`src/rtl/vif_handshake_fifo.sv`:
```
// Elastic valid/ready FIFO between two handshake channels, with a sticky producer-protocol monitor.
// Optional zero-latency empty-FIFO bypass is enabled by defining VIF_FIFO_BYPASS_EN.
module vif_handshake_fifo #(
    parameter int DATA_W = 8,
    parameter int DEPTH  = 4,
    localparam int CNT_W = $clog2(DEPTH + 1)
) (
    input  logic              clk,
    input  logic              rst,
    input  logic [DATA_W-1:0] in_data,
    input  logic              in_valid,
    output logic              in_ready,
    output logic [DATA_W-1:0] out_data,
    output logic              out_valid,
    input  logic              out_ready,
    output logic [CNT_W-1:0]  count,
    output logic              full,
    output logic              empty,
    output logic              proto_err
);

    localparam int PTR_W = (DEPTH > 1) ? $clog2(DEPTH) : 1;
    localparam logic [CNT_W-1:0] CNT_FULL = CNT_W'(DEPTH);

    logic [DATA_W-1:0] mem [DEPTH];

    logic [PTR_W-1:0]  wr_ptr_q, wr_ptr_d;
    logic [PTR_W-1:0]  rd_ptr_q, rd_ptr_d;
    logic [CNT_W-1:0]  count_q, count_d;
    logic              proto_err_q, proto_err_d;
    logic              stall_q, stall_d;
    logic [DATA_W-1:0] stall_data_q, stall_data_d;

    logic stored_valid;
    logic bypass;
    logic bypass_xfer;
    logic push;
    logic pop;
    logic stall;
    logic violation;

    // in_ready is a function of state (and reset) only, so it never loops back through out_ready.
    assign full         = (count_q == CNT_FULL);
    assign empty        = (count_q == '0);
    assign in_ready     = !full && !rst;
    assign stored_valid = !empty;

`ifdef VIF_FIFO_BYPASS_EN
    assign bypass = empty && in_valid && !rst;
`else
    assign bypass = 1'b0;
`endif

    // A bypassed word that is taken immediately never touches storage.
    assign bypass_xfer = bypass && out_ready;
    assign push        = in_valid && in_ready && !bypass_xfer;
    assign pop         = stored_valid && out_ready;

    assign out_valid = stored_valid || bypass;

    always_comb begin
        out_data = '0;
        if (stored_valid) begin
            out_data = mem[rd_ptr_q];
        end else if (bypass) begin
            out_data = in_data;
        end
    end

    assign count     = count_q;
    assign proto_err = proto_err_q;

    always_comb begin
        wr_ptr_d = wr_ptr_q;
        rd_ptr_d = rd_ptr_q;
        count_d  = count_q;
        if (push) begin
            wr_ptr_d = wr_ptr_q + 1'b1;
        end
        if (pop) begin
            rd_ptr_d = rd_ptr_q + 1'b1;
        end
        if (push && !pop) begin
            count_d = count_q + 1'b1;
        end else if (pop && !push) begin
            count_d = count_q - 1'b1;
        end
    end

    // A stalled producer must keep valid high and data stable until accepted.
    assign stall        = in_valid && !in_ready;
    assign violation    = stall_q && (!in_valid || (in_data != stall_data_q));
    assign stall_d      = stall;
    assign stall_data_d = in_data;
    assign proto_err_d  = proto_err_q || violation;

    always_ff @(posedge clk or posedge rst) begin
        if (rst) begin
            wr_ptr_q     <= '0;
            rd_ptr_q     <= '0;
            count_q      <= '0;
            proto_err_q  <= 1'b0;
            stall_q      <= 1'b0;
            stall_data_q <= '0;
        end else begin
            wr_ptr_q     <= wr_ptr_d;
            rd_ptr_q     <= rd_ptr_d;
            count_q      <= count_d;
            proto_err_q  <= proto_err_d;
            stall_q      <= stall_d;
            stall_data_q <= stall_data_d;
        end
    end

    // Storage is deliberately left out of reset; push is already gated off while rst is high.
    always_ff @(posedge clk) begin
        if (push) begin
            mem[wr_ptr_q] <= in_data;
        end
    end

endmodule

```
`config.mk`:
```
export PLATFORM = sky130hd
export DESIGN_NAME = vif_handshake_fifo
export DESIGN_NICKNAME = d
export VERILOG_FILES = /design/src/rtl/vif_handshake_fifo.sv
export SDC_FILE = /design/constraint.sdc
export NUM_CORES = 1
export LEC_CHECK = 0
export CELL_PAD_IN_SITES_DETAIL_PLACEMENT = 0
export CELL_PAD_IN_SITES_GLOBAL_PLACEMENT = 1
export CORE_ASPECT_RATIO = 0.7
export CORE_MARGIN = 3
export CORE_UTILIZATION = 48
export CTS_CLUSTER_DIAMETER = 30
export CTS_CLUSTER_SIZE = 14
export DETAILED_ROUTE_END_ITERATION = 16
export MAX_ROUTING_LAYER = met4
export PLACE_DENSITY = 0.83
export SYNTH_ARGS = -nofsm -noshare
export SYNTH_HDL_FRONTEND = slang
export SYNTH_SLANG_ARGS = --single-unit
```
`constraint.sdc`:
```
create_clock -name clk -period 3.15 [get_ports clk]
set_input_delay 0.4725 -clock clk [delete_from_list [all_inputs] [get_ports clk]]
set_output_delay 0.4725 -clock clk [all_outputs]
set_load 0.01 [all_outputs]
```
==> results of run 1 <==
[final cells by class]
cell class	instances	area, um2
fill	269	1360
sequential	49	1390
timing repair buffer	27	270
clock inverter	3	12.5
clock buffer	5	68.8
inverter	9	33.8
tap	50	62.6
multi-input combinational	54	564
[cell families (layout without fill, tap and decap cells)]
logic type | count (synthesis) | after routing | synth area share [%]
xor gates and xnor gates | 11 | 11 | 4.82
buffers and inverters | 12 | 44 | 2.44
AOI/OAI and AO/OA | 4 | 4 | 1.50
adders and majority gates | 6 | 6 | 4.13
and+or+nand+nor | 23 | 23 | 7.45
DFF | 49 | 49 | 69.3
muxes | 10 | 10 | 10.3
[power by group through the flow]
stage / Clock [W] / Combinational (W) / Sequential, W
final: 0.000336 / 0.000699 / 0.000915
after detailed placement: 0 / 0.000709 / 0.000931
after global placement: 0 / 0.000695 / 0.000920
after CTS: 0.000340 / 0.000710 / 0.000918
after floorplan: 0 / 0.000450 / 0.000863
after global routing: 0.000373 / 0.000763 / 0.000934
[placed cells by master, fill, tap and decap left out, drive strengths merged, types with 2 or more instances in the layout]
master	instances
and2	9
and3	4
clkbuf	5
clkdlybuf4s50	27
clkinv	3
dfrtp	17
edfxtp	32
ha	5
inv	9
mux2	2
mux4	8
nor2	3
xnor2	4
xor2	7
[critical path: stages (launching register included)]
cell and delay, ns:
dfrtp_1 0.73, mux4_2 0.57, and2_1 0.17, clkdlybuf4s50_1 0.47
[metrics by stage]
stage                     setup slack (ns)  area (um2)  hold WS, ns  total power [W]  utilization, %
after CTS                            0.416        2400        0.555          0.00197            63.8
after global placement               0.745        2320        0.494          0.00162            61.6
after global routing                 0.313        2400        0.580          0.00207            63.8
after floorplan                       1.06        2000        0.399          0.00131               -
final                                0.444        2400        0.544          0.00195            63.8
after detailed placement             0.635        2320        0.517          0.00164            61.6
[state kept, by name (all words and copies together), names as in the netlist]
register,cells
rd_ptr_q,2
stall_data_q,8
proto_err,1
count,3
mem,32
stall_q,1
wr_ptr_q,2
[path summary, 6_finish.rpt]
| path | startpoint | end | cells after the start |
|---|---|---|---|
| max in group asynchronous | rst | stall_data_q[4] | 2 |
| min in group asynchronous | rst | count[1] | 2 |
| worst min-delay path | count[2] | count[2] | 1 |
| worst min register to register | count[2] | count[2] | 1 |
| worst max-delay path | rd_ptr_q[0] | out_data[1] | 3 |
| worst max register to register | count[0] | count[2] | 8 |
[layer usage]
metal	global-route usage, %	vias up	routed length (um)
li1	-	477	-
met1	21.8	513	1640
met2	22.7	22	1560
met3	4.27	2	137
met4	4.20	0	13
met5	-	-	0
==> out/results.tsv, run 1 <==
stage	metric	value	unit
sta	rsz0062_at_grt	false	
floorplanning	die_h	60	um
floorplanning	core_area	0.00376	mm2
floorplanning	io_pins	28	
yosys	ys_seq_area_share	69.3	%
layout	fin_nets	164	
drt	routedWlPerCell	17.0	um
sta	setup-tns-final	0	ns
run_status	status	finished, final reports clean	
min_path	hp-class	reg -> reg	
floorplanning	num_rows	18	
sta	slew_headroom	54.0	%
drt	route.detailed.drc	0	
setup_path	worstPathArrival	2.23	ns
sta	hold_viol_final	0	
yosys	yosysWarnings	0	
layout	syn_to_final_growth	20.0	%
power_and_ir_drop	powerDensity	813	mW/mm2
cts	cts.sinks	49	
power_and_ir_drop	ir_worst_vdd	0.446	mV
power_and_ir_drop	p_sw	0.000578	W
sta	worst_slew_pin_slew	0.689	ns
yosys	synth_edf_count	32	
layout	final_layout_size_suffix_gt1_share	12.9	%
global_route	grt_pass1_vias	1060	
yosys	synth_cell_type_count	28	
power_and_ir_drop	leakagePower	0.910	nW
cts	cts_resized	0	
setup_path	cp.required	2.68	ns
sta	finalSetupViolCount	0	
layout	layout.cells.non_filler	197	
cts	cts_hold_buf	0	
yosys	ys_top_cells_by_count	edfxtp_1 (32), dfrtp_1 (17), inv_1 (9), and2_1 (8), mux4_2 (8)	
power_and_ir_drop	p_clk_share	17.2	%
place	place.gp.congestion	0.752	
power_and_ir_drop	p_sw_share	29.7	%
global_route	grt.total_usage	15.5	%
run	maxCapViolations	0	
floorplanning	start_util	53.2	%
global_route	grt_max_degree	18	
global_route	grt_remaining_overflow	0	
sta	finClkSkew	0.00457	ns
place	dp_hpwl	2410	um
drt	drt-vias-per-instance	5.15	
global_route	antenna_found_initial	0	
sta	clock.fmax	370	MHz
place	portBuffers	27	
cts	cts_tree	yes	
cts	clk_pin_slew	0.08	ns
place	dpl.cell_count	189	
yosys	synth_area	0.00200	mm2
setup_path	startpoint_type	flop	
drt	vias	1014	
cts	cts-root-buf	clkbuf_8	
yosys	synth_cells	115	
layout	diodes	0	
yosys	synth.top_cells.by_area	edfxtp_1 (48%), dfrtp_1 (21%), mux4_2 (9.0%)	
setup_path	rrSetupSlack	0.67	ns
yosys	async_flop_share	34.7	%
yosys	synth_seq_cells	49	
cts	cts_buffers	5	
floorplanning	dieWidth	83.1	um
yosys	postSynthAreaPerCell	17.4	um2
yosys	yosys.area.top_type_share	48.1	%
sta	min_period	2.71	ns
cts	post_cts_buffers	0	
drt	drt_iter0_drc	40	
drt	first_pass_iters	4	
sta	slew_violations	0	
floorplanning	die-area	0.00499	mm2
yosys	synth.most_common_cell	edfxtp_1	
cts	htree_levels	2	
power_and_ir_drop	pwr-share-comb	35.8	%
setup_path	criticalPathCategory	reg -> out	
global_route	grt_first_pass_wirelength	5550	um
yosys	ys.flop_type	edfxtp_1	
setup_path	critPathCaptureType	output port	
power_and_ir_drop	internal-power	0.00137	W
cts	insertion_delay	0.29	ns
power_and_ir_drop	pwr-share-seq	46.9	%
drt	drtAntennaViolNets	0	
yosys	syn_nets	133	
cts	clockBufferDepth	2	
drt	routed_wl	3350	um
yosys	synth.largest_area_cell	edfxtp_1	
sta	finalCritPeriodShare	85.9	%
setup_path	cp_max_fo	10	
(Power assumes the default switching activity.)
==> run 2: changes to the inputs <==
CTS_CLUSTER_DIAMETER = not set   (was 30)
==> results of run 2 <==
Same layout as run 1: the final DEF is identical, and so are final timing and power.
==> run 3: changes to the inputs <==
CELL_PAD_IN_SITES_DETAIL_PLACEMENT = 1   (was 0)
CELL_PAD_IN_SITES_GLOBAL_PLACEMENT = 2   (was 1)
CORE_UTILIZATION = 40   (was 48)
PLACE_DENSITY = 0.8   (was 0.83)
==> run 3 against run 2 <==
Sequential cell count unchanged. Final cell count up 8.1%. Largest power group unchanged. Worst hold slack worse by 0.010 ns. Die area up 18%. Critical endpoint is now out_data[7]. Critical path type unchanged. Sequential share of layout area down 0.69 points. Highest routed layer unchanged.
==> out/results.tsv, run 3 (same netlist as run 1, synthesis figures left out) <==
stage	metric	value	unit	change
setup_path	r2r_end	count[2]		
cts	clockBufferDepth	2		unchanged
sta	worst_slew_pin_slew	0.701	ns	+0.0121 ns
cts	clk_pin_slew	0.09	ns	about the same
setup_path	cp_top_family	flip-flops		
global_route	grt_first_pass_wirelength	6260	um	+13%
global_route	grt.total_usage	14.8	%	-0.71 points
cts	cts_resized	0		unchanged
power_and_ir_drop	powerDensity	816	mW/mm2	+0.37%
power_and_ir_drop	p_sw	0.000580	W	+0.26%
layout	fin_nets	164		unchanged
global_route	antenna_found_initial	0		unchanged
layout	syn_to_final_growth	21.4	%	
sta	slew_violations	0		unchanged
floorplanning	num_rows	20		+2
sta	hold_ws	0.534	ns	-0.0100 ns
layout	top_register	mem		
min_path	hp-class	reg -> reg		
power_and_ir_drop	pwr-share-seq	46.1	%	-0.8 points
place	placed_area	0.00234	mm2	+0.86%
setup_path	cpMaxStageDelayCell	dfrtp_1		
floorplanning	start_util	43.7	%	-9.5 points
setup_path	rrSetupSlack	0.71	ns	+0.04 ns
power_and_ir_drop	p_sw_share	29.3	%	-0.38 points
setup_path	crit_cells	3		unchanged
cts	cts_hold_buf	0		unchanged
floorplanning	dieWidth	90.5	um	+8.9%
sta	clock.fmax	372	MHz	+0.76%
setup_path	cp_max_fo	10		unchanged
setup_path	r2r-start	count[0]		
sta	finalSetupViolCount	0		unchanged
sta	hold_viol_final	0		unchanged
global_route	grt_pass1_vias	1178		+11%
layout	layout_commonest_cell	edfxtp_1		
sta	min_period	2.69	ns	-0.0205 ns
setup_path	startpoint_type	flop		
sta	slew_headroom	53.2	%	-0.80 points
setup_path	cp.required	2.68	ns	about the same
power_and_ir_drop	pwr-share-comb	35.4	%	-0.4 points
layout	layout_common_cells	edfxtp_1 (32), clkdlybuf4s50_1 (27), dfrtp_1 (17)		
cts	post_cts_buffers	0		unchanged
cts	cts-root-buf	clkbuf_8		
setup_path	critPathCaptureType	output port		
floorplanning	io_pins	28		unchanged
min_path	min_to	count[2]		
drt	route.detailed.drc	0		unchanged
place	portBuffers	27		unchanged
place	dp_hpwl	2750	um	+14%
drt	vias	1030		+1.6%
setup_path	path_cells	mux4_2 -> and2_1 -> clkdlybuf4s50_1		
min_path	whs_path_depth	1		unchanged
floorplanning	die_h	65.2	um	+8.6%
drt	drt-vias-per-instance	4.84		-6.1%
cts	htree_levels	2		unchanged
sta	finClkSkew	0.0124	ns	+0.00781 ns
power_and_ir_drop	internal-power	0.00140	W	+2.1%
drt	drtAntennaViolNets	0		unchanged
setup_path	r2r_cells	8		unchanged
cts	insertion_delay	0.30	ns	about the same
layout	post-route-cell-area	0.00243	mm2	+1.2%
power_and_ir_drop	ir_worst_vdd	0.259	mV	-42%
layout	diodes	0		unchanged
power_and_ir_drop	p_total	0.00198	W	+1.6%
global_route	grt_remaining_overflow	0		unchanged
run_status	status	finished, final reports clean		
drt	drt_iter0_drc	107		+170%
place	place.gp.congestion	0.725		-3.5%
sta	finalCritPeriodShare	85.3	%	-0.65 points
floorplanning	die-area	0.00590	mm2	+18%
sta	rsz0062_at_grt	false		
drt	routedWlPerCell	17.6	um	+3.4%
min_path	hold_start	count[2]		
drt	routed_wl	3750	um	+12%
setup_path	worstPathArrival	2.21	ns	-0.02 ns
setup_path	critical-path-max-stage-delay	0.70	ns	-0.03 ns
floorplanning	core_area	0.00458	mm2	+22%
setup_path	criticalPathCategory	reg -> out		
drt	first_pass_iters	4		unchanged
cts	cts_buffers	5		unchanged
layout	largest_reg_flops	32		unchanged
sta	setup-tns-final	0	ns	unchanged
power_and_ir_drop	leakagePower	0.912	nW	+0.28%
setup_path	cp_num_buf_inv	1		unchanged
global_route	grt_max_degree	18		unchanged
cts	cts.sinks	49		unchanged
layout	final_layout_size_suffix_gt1_share	12.9	%	unchanged
run	maxCapViolations	0		unchanged
power_and_ir_drop	p_clk_share	18.5	%	+1.3 points
cts	cts_tree	yes		
==> run 3: how the worst max path moves through the flow <==
stage | startpoint | end | slack (ns)
global route | rd_ptr_q[0] | out_data[1] | 0.31
CTS | rd_ptr_q[0] | out_data[7] | 0.43
detailed placement | rst | count[2] | 0.59
global placement | rst | count[2] | 0.63
floorplan | count[2] | count[2] | 1.06
finish | rd_ptr_q[0] | out_data[7] | 0.46
==> run 3: final cells by class <==
cell class                      instances  area [um2]
Multi-Input combinational cell         54         564
Timing Repair Buffer                   27         270
Clock buffer                            8        90.1
Inverter                                9        33.8
Tap cell                               66        82.6
Fill cell                             446        2150
Sequential cell                        49        1390
==> run 3: worst reg2reg max path, delay by kind of cell, from the launching register on <==
kind,cells,cell delay (ns)
xor gates and xnor gates,2,0.33
adders and majority gates,2,0.56
buffers and inverters,1,0.06
DFF,1,0.50
and+or+nand+nor,3,0.90
==> run 3: per-stage QoR <==
stage	utilization [%]	worst slack, ns	instances
global placement	51.0	0.627	205
finish	53.0	0.464	213
CTS	53.0	0.426	213
detailed placement	51.0	0.589	205
global route	53.0	0.307	213
floorplan	-	1.06	115
==> run 3: routing by layer <==
layer	global-route usage [%]	wire [um]
met5	-	0
met4	4.58	49
met2	22.0	1640
met3	4.58	200
met1	19.9	1860
==> run 3: power groups by stage <==
stage / clock, W / combinational [W] / sequential (W)
2_1_floorplan: 0 / 0.000450 / 0.000863
5_1_grt: 0.000408 / 0.000769 / 0.000936
3_5_place_dp: 0 / 0.000714 / 0.000931
3_3_place_gp: 0 / 0.000692 / 0.000921
4_1_cts: 0.000381 / 0.000714 / 0.000918
6_report: 0.000367 / 0.000701 / 0.000912
